File: config.mk
export PLATFORM = sky130hd
export DESIGN_NAME = support_context_store_flat
export DESIGN_NICKNAME = d
export VERILOG_FILES = /design/src/rtl/support_context_store_pkg.sv /design/src/rtl/support_context_store_if.sv /design/src/rtl/rams_sp_nc.sv /design/src/rtl/support_ctx_window.sv /design/src/rtl/support_context_store.sv /design/src/flat_wrapper.sv
export SDC_FILE = /design/constraint.sdc
export NUM_CORES = 1
export LEC_CHECK = 0
export ABC_CLOCK_PERIOD_IN_PS = 2840
export CAP_MARGIN = 25
export CORE_MARGIN = 2
export CORE_UTILIZATION = 51
export DETAILED_ROUTE_END_ITERATION = 8
export GPL_ROUTABILITY_DRIVEN = 0
export PLACE_DENSITY = 0.83
export SYNTH_ARGS = -nofsm -noshare
export SYNTH_HDL_FRONTEND = slang
export SYNTH_HIERARCHICAL = 1
export SYNTH_SLANG_ARGS = --single-unit
File: constraint.sdc
create_clock -name clk -period 2.84 [get_ports clk]
set_clock_uncertainty 0.05 [all_clocks]
set_input_delay 0.426 -clock clk [delete_from_list [all_inputs] [get_ports clk]]
set_output_delay 0.426 -clock clk [all_outputs]
set_load 0.05 [all_outputs]
File: src/rtl/support_context_store_pkg.sv
// +----------------------------------------------------------------------------+
// | support_context_store_pkg: decoder stage codes and window-mode type shared |
// | by the context store, its window controller and the bench.                 |
// | Rev 1.0                                                                    |
// +----------------------------------------------------------------------------+
`default_nettype none

package support_context_store_pkg;

  localparam int STAGE_WIDTH = 3;

  localparam logic [STAGE_WIDTH-1:0] STAGE_IDLE         = 3'd0;
  localparam logic [STAGE_WIDTH-1:0] STAGE_RESET_ROOTS  = 3'd1;
  localparam logic [STAGE_WIDTH-1:0] STAGE_PEELING      = 3'd2;
  localparam logic [STAGE_WIDTH-1:0] STAGE_WRITE_TO_MEM = 3'd3;
  localparam logic [STAGE_WIDTH-1:0] STAGE_RESULT_VALID = 3'd4;

  typedef enum logic [1:0] {
    WIN_FULL = 2'd0,
    WIN_LOW  = 2'd1,
    WIN_HIGH = 2'd2
  } win_mode_t;

  // Context pointer width: max(1, clog2(n)).
  function automatic int ptr_width(input int n);
    return (n <= 2) ? 1 : $clog2(n);
  endfunction

endpackage

`default_nettype wire

File: src/rtl/support_context_store_if.sv
// +----------------------------------------------------------------------------+
// | support_context_store_if: stage/data bus of the context store.             |
// | parity_err exists only with SUPPORT_STORE_PARITY_EN.  Rev 1.0              |
// +----------------------------------------------------------------------------+
`default_nettype none

interface support_context_store_if
  import support_context_store_pkg::*;
#(
  parameter int DATA_WIDTH   = 9,
  parameter int NUM_CHANNELS = 4,
  parameter int PTR_WIDTH    = 2
);

  logic [STAGE_WIDTH-1:0]             global_stage;
  logic [NUM_CHANNELS*DATA_WIDTH-1:0] input_data;
  logic [NUM_CHANNELS-1:0]            do_not_store;
  logic [NUM_CHANNELS*DATA_WIDTH-1:0] output_data;
  logic                               output_valid;
  logic [PTR_WIDTH-1:0]               ctx_ptr;
`ifdef SUPPORT_STORE_PARITY_EN
  logic                               parity_err;
`endif

  modport master (
    output global_stage,
    output input_data,
    output do_not_store,
    input  output_data,
    input  output_valid,
    input  ctx_ptr
`ifdef SUPPORT_STORE_PARITY_EN
    , input parity_err
`endif
  );

  modport slave (
    input  global_stage,
    input  input_data,
    input  do_not_store,
    output output_data,
    output output_valid,
    output ctx_ptr
`ifdef SUPPORT_STORE_PARITY_EN
    , output parity_err
`endif
  );

endinterface

`default_nettype wire

File: src/rtl/rams_sp_nc.sv
// +----------------------------------------------------------------------------+
// | rams_sp_nc: single-port block RAM, read-first, output held while disabled. |
// | Rev 1.0                                                                    |
// +----------------------------------------------------------------------------+
`default_nettype none

module rams_sp_nc #(
  parameter int DATA_WIDTH = 10,
  parameter int DEPTH      = 4,
  parameter int ADDR_WIDTH = 2
) (
  input  wire logic                  clk,
  input  wire logic                  i_en,
  input  wire logic                  i_we,
  input  wire logic [ADDR_WIDTH-1:0] i_addr,
  input  wire logic [DATA_WIDTH-1:0] i_din,
  output logic      [DATA_WIDTH-1:0] o_dout
);

  logic [DATA_WIDTH-1:0] r_mem [DEPTH];
  logic [DATA_WIDTH-1:0] r_dout;

  always_ff @(posedge clk) begin
    if (i_en) begin
      if (i_we) begin
        r_mem[i_addr] <= i_din;
      end
      r_dout <= r_mem[i_addr];
    end
  end

  assign o_dout = r_dout;

endmodule

`default_nettype wire

File: src/rtl/support_ctx_window.sv
// +----------------------------------------------------------------------------+
// | support_ctx_window: context pointer with FULL/LOW/HIGH wrap windows.       |
// | Rev 1.0                                                                    |
// +----------------------------------------------------------------------------+
`default_nettype none

module support_ctx_window
  import support_context_store_pkg::*;
#(
  parameter int NUM_CONTEXTS = 4,
  parameter int PTR_WIDTH    = 2
) (
  input  wire logic                   clk,
  input  wire logic                   reset,
  input  wire logic [STAGE_WIDTH-1:0] i_stage,
  input  wire logic                   i_advance,
  output logic      [PTR_WIDTH-1:0]   o_ptr
);

  generate
    if (NUM_CONTEXTS == 1) begin : g_single
      assign o_ptr = '0;
    end else begin : g_multi
      localparam int HALF = NUM_CONTEXTS / 2;
      localparam logic [PTR_WIDTH-1:0] C_LAST      = PTR_WIDTH'(NUM_CONTEXTS - 1);
      localparam logic [PTR_WIDTH-1:0] C_HALF      = PTR_WIDTH'(HALF);
      localparam logic [PTR_WIDTH-1:0] C_HALF_LAST = PTR_WIDTH'(HALF - 1);

      win_mode_t            r_win, w_win_nxt;
      logic                 r_first, w_first_nxt;
      logic [PTR_WIDTH-1:0] r_ptr, w_ptr_nxt, w_min, w_max;
      logic                 w_in_high, w_at_boundary;

      always_ff @(posedge clk) begin
        if (reset) begin
          r_ptr   <= '0;
          r_win   <= WIN_LOW;
          r_first <= 1'b0;
        end else begin
          r_ptr   <= w_ptr_nxt;
          r_win   <= w_win_nxt;
          r_first <= w_first_nxt;
        end
      end

      // Pointer advance sees the window already in force this cycle.
      always_comb begin
        w_min = '0;
        w_max = C_LAST;
        case (r_win)
          WIN_LOW:  w_max = C_HALF_LAST;
          WIN_HIGH: w_min = C_HALF;
          default:  ;
        endcase

        w_ptr_nxt = r_ptr;
        if (i_advance) begin
          if (NUM_CONTEXTS == 2)    w_ptr_nxt = ~r_ptr;
          else if (r_ptr == w_max)  w_ptr_nxt = w_min;
          else                      w_ptr_nxt = r_ptr + 1'b1;
        end

        w_in_high     = (r_ptr >= C_HALF);
        w_at_boundary = (r_ptr == '0) || (r_ptr == C_HALF);
        w_win_nxt     = r_win;
        w_first_nxt   = r_first;
        if (w_at_boundary) begin
          case (i_stage)
            STAGE_RESET_ROOTS: begin
              w_first_nxt = 1'b1;
              if (!r_first)             w_win_nxt = WIN_HIGH;
              else if (r_win == WIN_FULL) w_win_nxt = w_in_high ? WIN_LOW : WIN_HIGH;
              else                      w_win_nxt = WIN_FULL;
            end
            STAGE_PEELING:      w_win_nxt = w_in_high ? WIN_HIGH : WIN_LOW;
            STAGE_RESULT_VALID: w_win_nxt = WIN_FULL;
            default: ;
          endcase
        end
      end

      assign o_ptr = r_ptr;
    end
  endgenerate

endmodule

`default_nettype wire

File: src/rtl/support_context_store.sv
// +----------------------------------------------------------------------------+
// | support_context_store: per-lane swap store (write new, return old).        |
// | Optional SUPPORT_STORE_PARITY_EN adds even parity and sticky parity_err.   |
// | Rev 1.0                                                                    |
// +----------------------------------------------------------------------------+
`default_nettype none

module support_context_store
  import support_context_store_pkg::*;
#(
  parameter int ADDRESS_WIDTH = 6,
  parameter int NUM_CONTEXTS  = 4,
  parameter int NUM_CHANNELS  = 4
) (
  input wire logic               clk,
  input wire logic               reset,
  support_context_store_if.slave bus
);

  localparam int DATA_WIDTH = ADDRESS_WIDTH + 3;
  localparam int PTR_WIDTH  = ptr_width(NUM_CONTEXTS);
`ifdef SUPPORT_STORE_PARITY_EN
  localparam int PAR_BITS   = 1;
`else
  localparam int PAR_BITS   = 0;
`endif
  localparam int   RAM_WIDTH  = DATA_WIDTH + PAR_BITS;
  localparam logic C_NO_STORE = (NUM_CONTEXTS == 1);

  logic [STAGE_WIDTH-1:0]             r_stage;
  logic                               r_valid;
  logic [NUM_CHANNELS-1:0]            r_sel;
  logic [NUM_CHANNELS*DATA_WIDTH-1:0] r_byp;
  logic [NUM_CHANNELS*RAM_WIDTH-1:0]  w_rd;
  logic [PTR_WIDTH-1:0]               w_ptr;
  logic                               w_swap, w_advance;

  assign w_swap    = (r_stage == STAGE_WRITE_TO_MEM) && !reset;
  assign w_advance = w_swap && !(&bus.do_not_store);

  // Reset selects the zeroed bypass register so output_data reads 0.
  always_ff @(posedge clk) begin
    if (reset) begin
      r_stage <= STAGE_IDLE;
      r_valid <= 1'b0;
      r_sel   <= '1;
      r_byp   <= '0;
    end else begin
      r_stage <= bus.global_stage;
      r_valid <= w_swap;
      if (w_swap) begin
        r_sel <= bus.do_not_store | {NUM_CHANNELS{C_NO_STORE}};
        r_byp <= bus.input_data;
      end
    end
  end

  support_ctx_window #(
    .NUM_CONTEXTS (NUM_CONTEXTS),
    .PTR_WIDTH    (PTR_WIDTH)
  ) u_win (
    .clk       (clk),
    .reset     (reset),
    .i_stage   (r_stage),
    .i_advance (w_advance),
    .o_ptr     (w_ptr)
  );

  generate
    for (genvar c = 0; c < NUM_CHANNELS; c++) begin : g_lane
      logic [DATA_WIDTH-1:0] w_lane_in;
      assign w_lane_in = bus.input_data[c*DATA_WIDTH +: DATA_WIDTH];

      if (NUM_CONTEXTS > 1) begin : g_ram
        logic [RAM_WIDTH-1:0] w_wr;
`ifdef SUPPORT_STORE_PARITY_EN
        assign w_wr = {^w_lane_in, w_lane_in};
`else
        assign w_wr = w_lane_in;
`endif
        rams_sp_nc #(
          .DATA_WIDTH (RAM_WIDTH),
          .DEPTH      (NUM_CONTEXTS),
          .ADDR_WIDTH (PTR_WIDTH)
        ) u_ram (
          .clk    (clk),
          .i_en   (w_swap),
          .i_we   (w_swap && !bus.do_not_store[c]),
          .i_addr (w_ptr),
          .i_din  (w_wr),
          .o_dout (w_rd[c*RAM_WIDTH +: RAM_WIDTH])
        );
      end else begin : g_bypass
        assign w_rd[c*RAM_WIDTH +: RAM_WIDTH] = '0;
      end

      assign bus.output_data[c*DATA_WIDTH +: DATA_WIDTH] =
        r_sel[c] ? r_byp[c*DATA_WIDTH +: DATA_WIDTH] : w_rd[c*RAM_WIDTH +: DATA_WIDTH];
    end
  endgenerate

`ifdef SUPPORT_STORE_PARITY_EN
  logic                    r_par_err;
  logic [NUM_CHANNELS-1:0] w_par_bad;

  generate
    for (genvar c = 0; c < NUM_CHANNELS; c++) begin : g_par
      assign w_par_bad[c] = r_valid && !r_sel[c] && (^w_rd[c*RAM_WIDTH +: RAM_WIDTH]);
    end
  endgenerate

  always_ff @(posedge clk) begin
    if (reset)           r_par_err <= 1'b0;
    else if (|w_par_bad) r_par_err <= 1'b1;
  end

  assign bus.parity_err = r_par_err;
`endif

  assign bus.output_valid = r_valid;
  assign bus.ctx_ptr      = w_ptr;

endmodule

`default_nettype wire

File: src/flat_wrapper.sv
// flat-port wrapper written by rule: the top's interface ports become plain ports
module support_context_store_flat import support_context_store_pkg::*;
#(
  parameter int ADDRESS_WIDTH = 6,
  parameter int NUM_CONTEXTS  = 4,
  parameter int NUM_CHANNELS  = 4
)
  (clk, reset, bus_global_stage, bus_input_data, bus_do_not_store, bus_output_data, bus_output_valid, bus_ctx_ptr);
  support_context_store_if #(.DATA_WIDTH((9)), .NUM_CHANNELS(NUM_CHANNELS), .PTR_WIDTH((2))) bus_i ();
  input wire logic clk;
  input wire logic reset;
  input wire logic [$bits(bus_i.global_stage)-1:0] bus_global_stage;
  input wire logic [$bits(bus_i.input_data)-1:0] bus_input_data;
  input wire logic [$bits(bus_i.do_not_store)-1:0] bus_do_not_store;
  output wire logic [$bits(bus_i.output_data)-1:0] bus_output_data;
  output wire logic [$bits(bus_i.output_valid)-1:0] bus_output_valid;
  output wire logic [$bits(bus_i.ctx_ptr)-1:0] bus_ctx_ptr;
  assign bus_i.global_stage = bus_global_stage;
  assign bus_i.input_data = bus_input_data;
  assign bus_i.do_not_store = bus_do_not_store;
  assign bus_output_data = bus_i.output_data;
  assign bus_output_valid = bus_i.output_valid;
  assign bus_ctx_ptr = bus_i.ctx_ptr;
  support_context_store #(.ADDRESS_WIDTH(ADDRESS_WIDTH), .NUM_CONTEXTS(NUM_CONTEXTS), .NUM_CHANNELS(NUM_CHANNELS)) u_core (.clk(clk), .reset(reset), .bus(bus_i));
endmodule
==> impl_metrics.py, run 1 <==
metrics = {
    "placement": {
        "numPortBuffers": 83,
        "hpwl_mm": 10.6,
        "post-place-ws_ps": 582,
        "dpl.cell_count": 768,
    },
    "synth": {
        "synth_xor_area_frac": 0.00289,
        "yosysSeqAreaShare": 0.702,
        "yosysTopAreaCellShare": 0.594,
        "syn-num-nets": 521,
        "yosys-mux-area-fraction": 0.195,
        "yosysMostFrequentCell": "edfxtp_1",
        "synth_edf_count": 180,
        "synth_fa_ha_area_frac": 0.00275,
        "ys_types": 40,
        "synth_largest_area_cell": "edfxtp_1",
        "ys_ff_latch": 229,
        "synth_compound_area_frac": 0.0128,
        "async_reset_ff_frac": 0,
        "syn_avg_cell_area_sq_um": 19.2,
        "synth_area_leaders": "edfxtp_1 59%, dfxtp_1 11%, mux2_2 6.6%",
        "synthTopCellsByCount": "180 x edfxtp_1, 53 x mux2_2, 49 x dfxtp_1",
        "syn_area_sq_mm": 0.00910,
        "yosys.area_share.simple": 0.0622,
        "synth_top_family_by_area": "multiplexers",
        "ys_warn_count": 6,
        "synthFlopType": "edfxtp_1",
        "synthCells": 474,
    },
    "min_path": {
        "hold_path_end": "u_core/r_stage[0]",
        "min_path_type": "input pin to flop",
        "min_path_cells": 2,
        "hp-start": "bus_global_stage[0]",
    },
    "power": {
        "power_frac_seq": 0.509,
        "internal_power_uw": 5810,
        "p_per_area_mw_per_mm2": 653,
        "p_switching_uw": 1360,
        "p_comb_frac": 0.040,
        "leakage_uw": 0.00384,
        "irDropWorstVdd_mv": 0.519,
        "pwr-share-clk": 0.451,
        "swShare": 0.190,
    },
    "drt": {
        "drtPass1Iterations": 6,
        "drc_errors": 0,
        "routed_wirelength_mm": 16.8,
        "wl_per_cell_um": 20.7,
        "viasPerCell": 5.53,
        "drt_iter0_markers": 197,
        "num_vias": 4487,
        "ant_nets": 0,
    },
    "setup_path": {
        "crit_type": "flop to primary output",
        "critPathLaunchType": "flop",
        "endpoint_kind": "primary output",
        "rr_endpoint": "u_core/g_lane[1].g_ram.u_ram/r_mem[0][4]",
        "critPathMaxFanout": 10,
        "worstPathRequired_ps": 2360,
        "crit_arrival_ps": 2270,
        "worstReg2RegStart": "u_core/r_stage[1]",
        "worst_r2r_path_depth": 3,
        "r2r_setup_slack_ps": 740,
    },
    "timing": {
        "slew_viol_final": 0,
        "period_minus_slack_ps": 2740,
        "post-route-period-util": 0.966,
        "rsz0062_at_grt": "false",
        "setup-violations-final": 0,
        "fin_tns_setup_ps": 0,
        "slew_headroom": 0.574,
        "fmax_mhz": 364,
        "finalHoldViolations": 0,
        "fin_ws_ps": 95.8,
        "tightestPinTransition_ps": 639,
    },
    "clocking": {
        "ctsHoldBuffers": 0,
        "cts.path.max_buffers": 3,
        "cts_tree": "built",
        "clock-sinks": 229,
        "clk_latency_ps": 500,
        "cts.htree.levels": 1,
        "cts.clk_slew.worst_paths_ps": 60,
        "cts_made_buffers": 24,
        "cts_root_buffer": "clkbuf_16",
    },
    "floorplan": {
        "io_pins": 84,
        "fp.dieW_um": 138,
        "die_h_um": 138,
        "die_area_sq_mm": 0.0189,
        "rows": 48,
        "initial_core_util": 0.524,
        "core_sq_mm": 0.0174,
    },
    "run": {
        "cap_violations": 0,
    },
    "global_routing": {
        "grt_pass1_wl_mm": 25.9,
        "grt_pass1_vias": 4720,
        "overflow": 0,
        "grt_start_max_net_pins": 50,
        "grt_usage": 0.183,
        "grt_antenna_before_repair": 0,
    },
    "layout": {
        "final-instance-count-excl-fill": 812,
        "nNetsFinal": 616,
        "drive_gt1_frac": 0.284,
        "diodes": 0,
        "syn2layout_area_growth_pct": 20.7,
    },
    "run_status": {
        "status": "complete, no violations",
    },
}
-- critical path: stages, from the launching register on --
cell,delay (ps)
dfxtp_1,660
mux2_2,400
clkdlybuf4s50_1,700
-- registers in the layout, summed over array words and instances, names as in the netlist --
register                          flops
u_core/r_byp                         36
u_core/g_lane.g_ram.u_ram/r_mem     144
u_core/u_win/g_multi.r_win            2
u_core/u_win/g_multi.r_first          1
u_core/r_sel                          4
u_core/u_win/o_ptr                    2
u_core/g_lane.g_ram.u_ram/o_dout     36
u_core/r_stage                        3
u_core/bus.output_valid               1
-- layer usage --
| layer | GRT usage | wire length (um) |
|---|---|---|
| met2 | 0.320 | 8540 |
| met5 | 0 | 0 |
| met3 | 0.0294 | 673 |
| met4 | 0.0389 | 301 |
| met1 | 0.244 | 7280 |
-- stage by stage --
step	total power, uW	util	hold slack (ps)	cell area, sq um
2_1_floorplan	3860	-	444	9100
3_3_place_gp	3990	0.584	477	10100
3_5_place_dp	4010	0.584	523	10100
4_1_cts	7240	0.632	442	11000
5_1_grt	7390	0.632	473	11000
6_report	7170	0.632	469	11000
-- worst max-delay path by stage --
stage	cells past startpoint	end	slack (ps)	from
6_report	2	bus_output_data[35]	100	u_core/r_sel[3]
3_5_place_dp	2	bus_output_data[8]	580	u_core/r_sel[0]
4_1_cts	2	bus_output_data[8]	40	u_core/r_sel[0]
2_1_floorplan	5	u_core/g_lane[0].g_ram.u_ram/r_mem[2][0]	140	reset
3_3_place_gp	2	bus_output_data[27]	620	u_core/r_sel[3]
5_1_grt	2	bus_output_data[30]	20	u_core/r_sel[3]
-- power by group through the flow --
stage | sequential, uW | combinational [uW] | clock [uW]
final | 3650 | 285 | 3230
after global routing | 3650 | 304 | 3440
after CTS | 3650 | 288 | 3310
after detailed placement | 3720 | 287 | 0
after global placement | 3720 | 275 | 0
after floorplan | 3710 | 145 | 0
-- logic make-up (layout without fill, tap and decap cells) --
kind of cell	count (synthesis)	after routing
AND/OR/NAND/NOR	83	83
multiplexers	112	112
AO/OA/AOI/OAI	13	13
XOR/XNOR	3	3
adder cells (fa/ha/maj)	2	2
buffers and inverters	32	145
flip-flops	229	229
-- cell type report --
class | count | area [sq um]
fillers | 1168 | 6380
multi-input cells | 213 | 2530
flip-flops and latches | 229 | 6390
inverters | 9 | 33.8
well taps | 225 | 282
clock buffers | 34 | 689
repair buffers | 92 | 906
clock inverters | 10 | 148
-- what timing repair did --
action | 4_1_cts | 5_1_grt
resized for setup | 0 | 1
buffers inserted | 0 | 0
setup endpoints to repair | 0 | 9
-- cells in the final DEF, fill, tap and decap left out, types with 3 or more instances in the layout --
master,n
and4b_2,8
clkbuf_8,3
o21ai_0,4
clkdlybuf4s50_1,82
bufinv_16,4
and4bb_2,4
clkinv_2,4
clkbuf_1,6
buf_4,8
mux2_2,53
and4_2,4
dfxtp_1,46
nand2_1,4
mux4_1,12
mux2_4,19
nor2_1,16
dfxtp_2,3
inv_1,8
mux4_2,24
mux2i_1,4
clkbuf_16,25
edfxtp_1,180
nor2b_1,37
No activity file was read; power rests on OpenSTA's default activity.
==> run 2, diff against run 1 <==
--- a/config.mk
+++ b/config.mk
@@ -11,7 +11,9 @@
 export CORE_UTILIZATION = 51
 export DETAILED_ROUTE_END_ITERATION = 8
 export GPL_ROUTABILITY_DRIVEN = 0
+export MAX_ROUTING_LAYER = met4
 export PLACE_DENSITY = 0.83
+export REMOVE_ABC_BUFFERS = 1
 export SYNTH_ARGS = -nofsm -noshare
 export SYNTH_HDL_FRONTEND = slang
 export SYNTH_HIERARCHICAL = 1
==> run 2 against run 1 <==
  * Cell area shrank 0.93%
  * Register-to-register slack is essentially flat
  * Die area is the same
  * Critical endpoint is now bus_output_data[21]
  * Routed wire length shrank 0.89%
  * First-iteration DRC count grew 61%
  * Core utilization shrank 0.59 points
==> impl_metrics.py, run 2 (synthesis results as in run 1) <==
metrics = {
    "run_status": {
        "status": "complete, no violations",
    },
    "run": {
        "cap_violations": 0,
    },
    "layout": {
        "regMostFlops": "u_core/g_lane.g_ram.u_ram/r_mem",
        "final_common_cell": "edfxtp_1",
        "syn2layout_area_growth_pct": 19.5,
        "largest_reg_flops": 144,
        "layout_common_cells": "180 x edfxtp_1, 82 x clkdlybuf4s50_1, 53 x mux2_2, 47 x dfxtp_1, 37 x nor2b_1",
        "nNetsFinal": 614,
        "diodes": 0,
        "drive_gt1_frac": 0.274,
        "fin_util": 0.626,
    },
    "placement": {
        "hpwl_mm": 10.0,
        "numPortBuffers": 83,
        "post-place-ws_ps": 579,
    },
    "timing": {
        "period_minus_slack_ps": 2780,
        "fin_ws_ps": 57.0,
        "fmax_mhz": 359,
        "slew_headroom": 0.569,
        "tightestPinTransition_ps": 647,
        "slew_viol_final": 0,
        "finalHoldViolations": 0,
        "rsz0062_at_grt": "false",
        "post-route-period-util": 0.980,
        "fin_tns_setup_ps": 0,
        "setup-violations-final": 0,
    },
    "min_path": {
        "min_path_type": "input pin to flop",
    },
    "floorplan": {
        "die_area_sq_mm": 0.0189,
        "die_h_um": 138,
        "rows": 48,
        "fp.dieW_um": 138,
        "core_sq_mm": 0.0174,
        "initial_core_util": 0.524,
        "io_pins": 84,
    },
    "setup_path": {
        "crit_type": "flop to primary output",
        "endpoint_kind": "primary output",
        "path_buf_inv": 1,
        "crit_slowest_cell": "clkdlybuf4s50_1",
        "crit_arrival_ps": 2310,
        "crit_family": "buffers and inverters",
        "r2r_setup_slack_ps": 750,
        "critPathMaxFanout": 10,
        "crit_chain": "mux2_2 -> clkdlybuf4s50_1",
        "worstPathRequired_ps": 2360,
        "critPathLaunchType": "flop",
        "cp_slowest_stage_delay_ps": 710,
    },
    "drt": {
        "num_vias": 4533,
        "drt_iter0_markers": 317,
        "drc_errors": 0,
        "routed_wirelength_mm": 16.6,
        "ant_nets": 0,
        "drtPass1Iterations": 4,
        "wl_per_cell_um": 20.6,
        "viasPerCell": 5.61,
    },
    "global_routing": {
        "grt_pass1_vias": 4696,
        "overflow": 0,
        "grt_usage": 0.188,
        "grt_antenna_before_repair": 0,
        "grt_pass1_wl_mm": 25.9,
        "grt_start_max_net_pins": 50,
    },
    "clocking": {
        "cts_root_buffer": "clkbuf_16",
        "clock-sinks": 229,
        "cts.path.max_buffers": 3,
        "postCtsSetupBuffers": 0,
        "cts_tree": "built",
        "cts_made_buffers": 23,
        "ctsHoldBuffers": 0,
        "clk_latency_ps": 490,
        "cts.htree.levels": 1,
        "ctsResizeCount": 0,
        "cts.clk_slew.worst_paths_ps": 60,
    },
    "power": {
        "report.power.total_uw": 6870,
        "irDropWorstVdd_mv": 0.399,
        "p_per_area_mw_per_mm2": 632,
        "leakage_uw": 0.00379,
    },
}
==> run 2: per-stage QoR <==
step                instance area, sq um  instances  hold slack, ps
detailed placement                 10100        767             511
finish                             10900        808             437
CTS                                10900        808             418
global route                       10900        808             445
global placement                   10100        767             478
floorplan                           8930        451             444
==> run 2: final timing paths <==
path / from / endpoint / cells after the start
min reg2reg: u_core/u_win/g_multi.r_first / u_core/u_win/g_multi.r_first / 2
max: u_core/r_sel[2] / bus_output_data[21] / 2
min: bus_global_stage[2] / u_core/r_stage[2] / 2
max reg2reg: u_core/r_stage[1] / u_core/g_lane[0].g_ram.u_ram/r_mem[0][2] / 4
==> run 2: power breakdown <==
| group | total [uW] | switching, uW | internal, uW |
|---|---|---|---|
| clock | 2940 | 1170 | 1760 |
| combinational | 282 | 147 | 135 |
| sequential | 3650 | 26.0 | 3620 |
==> run 2: final cells by class <==
cell class / count / area (sq um)
well taps: 225 / 282
repair buffers: 91 / 911
clock buffers: 30 / 602
flip-flops and latches: 229 / 6390
clock inverters: 11 / 129
inverters: 9 / 33.8
multi-input cells: 213 / 2530
fillers: 1191 / 6480
==> run 2: per-layer routing <==
layer	up-vias	track usage	part of all wire
li1	2057	-	-
met1	2341	0.239	0.43
met2	108	0.315	0.51
met3	27	0.0276	0.043
met4	0	0.0573	0.020
met5	-	-	0
==> run 3, diff against run 2 <==
--- a/config.mk
+++ b/config.mk
@@ -8,11 +8,12 @@
 export ABC_CLOCK_PERIOD_IN_PS = 2840
 export CAP_MARGIN = 25
 export CORE_MARGIN = 2
-export CORE_UTILIZATION = 51
+export CORE_UTILIZATION = 56
 export DETAILED_ROUTE_END_ITERATION = 8
+export DONT_BUFFER_PORTS = 1
 export GPL_ROUTABILITY_DRIVEN = 0
 export MAX_ROUTING_LAYER = met4
-export PLACE_DENSITY = 0.83
+export PLACE_DENSITY = 0.82
 export REMOVE_ABC_BUFFERS = 1
 export SYNTH_ARGS = -nofsm -noshare
 export SYNTH_HDL_FRONTEND = slang
==> run 3 against run 2 <==
  * Non-clock buffer count down 42
  * Die area fell by 8.7%
  * Setup slack improved by 420 ps
  * Sequential share of layout area is 3.0 points higher
  * Routed wire length up 2.3%
  * Power fell by 5.4%
  * Cell area shrank 4.8%
  * Global-route usage grew 1.8 points
==> impl_metrics.py, run 3 (synthesis results as in run 1) <==
metrics = {
    "run_status": {
        "status": "complete, no violations",
    },
    "clocking": {
        "cts.clk_slew.worst_paths_ps": 60,
        "clock-sinks": 229,
        "cts.htree.levels": 1,
        "postCtsSetupBuffers": 0,
        "cts_made_buffers": 22,
        "clk_latency_ps": 500,
        "cts_root_buffer": "clkbuf_16",
        "cts.path.max_buffers": 3,
        "cts_tree": "built",
    },
    "layout": {
        "layout_common_cells": "180 x edfxtp_1, 53 x mux2_2, 47 x dfxtp_1, 41 x dlygate4sd3_1, 37 x nor2b_1",
        "fin_area_sq_mm": 0.0103,
        "final_common_cell": "edfxtp_1",
        "nFillCells": 1109,
        "drive_gt1_frac": 0.285,
        "nNetsFinal": 571,
        "diodes": 0,
        "regMostFlops": "u_core/g_lane.g_ram.u_ram/r_mem",
        "largest_reg_flops": 144,
        "syn2layout_area_growth_pct": 13.8,
    },
    "setup_path": {
        "cp_slowest_stage_delay_ps": 770,
        "critPathMaxFanout": 30,
        "critPathLaunchType": "flop",
        "worstReg2RegStart": "u_core/r_stage[1]",
        "crit_top_cell": "buf_4",
        "r2r_setup_slack_ps": 530,
        "crit_chain": "buf_4 -> buf_4",
        "crit_type": "flop to primary output",
        "worstPathRequired_ps": 2360,
        "worst_r2r_path_depth": 6,
        "crit_arrival_ps": 1890,
        "crit_slowest_cell": "dfxtp_2",
        "rr_endpoint": "u_core/u_win/o_ptr[1]",
        "endpoint_kind": "primary output",
    },
    "timing": {
        "fin_tns_setup_ps": 0,
        "setup-violations-final": 0,
        "period_minus_slack_ps": 2360,
        "fmax_mhz": 423,
        "post-route-period-util": 0.832,
        "finalHoldViolations": 0,
        "rsz0062_at_grt": "false",
        "slew_headroom": 0.535,
        "slew_viol_final": 0,
        "tightestPinTransition_ps": 697,
    },
    "drt": {
        "drc_errors": 0,
        "viasPerCell": 5.84,
        "wl_per_cell_um": 22.5,
        "ant_nets": 0,
        "num_vias": 4417,
        "routed_wirelength_mm": 17.0,
        "drt_iter0_markers": 365,
        "drtPass1Iterations": 5,
    },
    "min_path": {
        "hp-start": "bus_do_not_store[3]",
        "hold_path_end": "u_core/r_sel[3]",
        "min_path_type": "input pin to flop",
        "min_path_cells": 2,
    },
    "global_routing": {
        "met2_usage": 0.347,
        "gr-max-usage-layer": "met2",
        "grt_pass1_wl_mm": 26.9,
        "overflow": 0,
        "met3_usage": 0.0509,
        "grt_usage": 0.206,
        "grt_antenna_before_repair": 0,
        "grt_start_max_net_pins": 45,
        "grt_use_met1": 0.255,
        "grt_pass1_vias": 4748,
    },
    "power": {
        "leakage_uw": 0.00361,
        "irDropWorstVdd_mv": 0.576,
        "p_per_area_mw_per_mm2": 628,
    },
    "floorplan": {
        "die_area_sq_mm": 0.0173,
        "io_pins": 84,
        "initial_core_util": 0.573,
        "rows": 46,
        "core_sq_mm": 0.0159,
        "die_h_um": 131,
        "fp.dieW_um": 131,
    },
    "placement": {
        "hpwl_mm": 10.3,
        "placed_area_sq_mm": 0.00930,
        "numPortBuffers": 0,
    },
    "run": {
        "cap_violations": 0,
    },
}
[run 3: changes by cell type in the layout (fill, tap and decap cells not counted), moves of 2 or more]
cell             delta
clkdlybuf4s50_1    -82
clkbuf_1            +2
dlygate4sd3_1      +41
clkinv_1            +2
bufinv_16           -3
[run 3: cell type report]
class,instances,area [sq um],area share
clock buffers,32,609,0.0589
clock inverters,8,33.8,0.00326
inverters,9,33.8,0.00326
multi-input cells,213,2530,0.244
flip-flops and latches,229,6390,0.618
well taps,216,270,0.0261
repair buffers,49,483,0.0467
[run 3: worst max path at each step]
stage / to / slack (ps) / start / depth (start not counted)
after global placement: u_core/u_win/o_ptr[1] / 730 / reset / 6
after CTS: bus_ctx_ptr[1] / 450 / u_core/u_win/o_ptr[1] / 2
after global routing: u_core/u_win/o_ptr[1] / 410 / u_core/r_stage[1] / 6
after floorplan: u_core/g_lane[0].g_ram.u_ram/r_mem[2][0] / -1930 / reset / 3
after detailed placement: u_core/g_lane[2].g_ram.u_ram/r_mem[0][2] / 650 / u_core/r_stage[1] / 4
final: bus_ctx_ptr[1] / 480 / u_core/u_win/o_ptr[1] / 2
[run 3: critical path, delay by kind of cell (launching register included)]
| family | cells | cell delay [ps] |
|---|---|---|
| DFF | 1 | 770 |
| buffers and inverters | 2 | 610 |
[run 3: metal layers]
layer / routed length [um] / share of wire
met1: 6790 / 0.40
met2: 8700 / 0.51
met3: 1240 / 0.073
met4: 306 / 0.018
met5: 0 / 0
[run 3: repair_timing]
action,in CTS,in global routing
gates resized for setup,0,0
endpoints found under the hold margin,152,2
hold buffers,39,2
[run 3: power breakdown]
part	internal (uW)	total, uW	switching, uW
Combinational	97.7	219	121
Clock	1490	2630	1140
Sequential	3620	3650	29.1
Total	5210	6500	1290
[run 3: per-stage QoR]
step	util	hold WS (ps)	instances	total power (uW)	setup WS (ps)
after floorplan	-	444	451	3850	-1930
after global placement	0.585	448	675	3860	727
after detailed placement	0.585	453	675	3870	653
after CTS	0.650	0.351	754	6540	446
after global routing	0.651	0.220	756	6690	405
final	0.651	9.93	756	6500	476
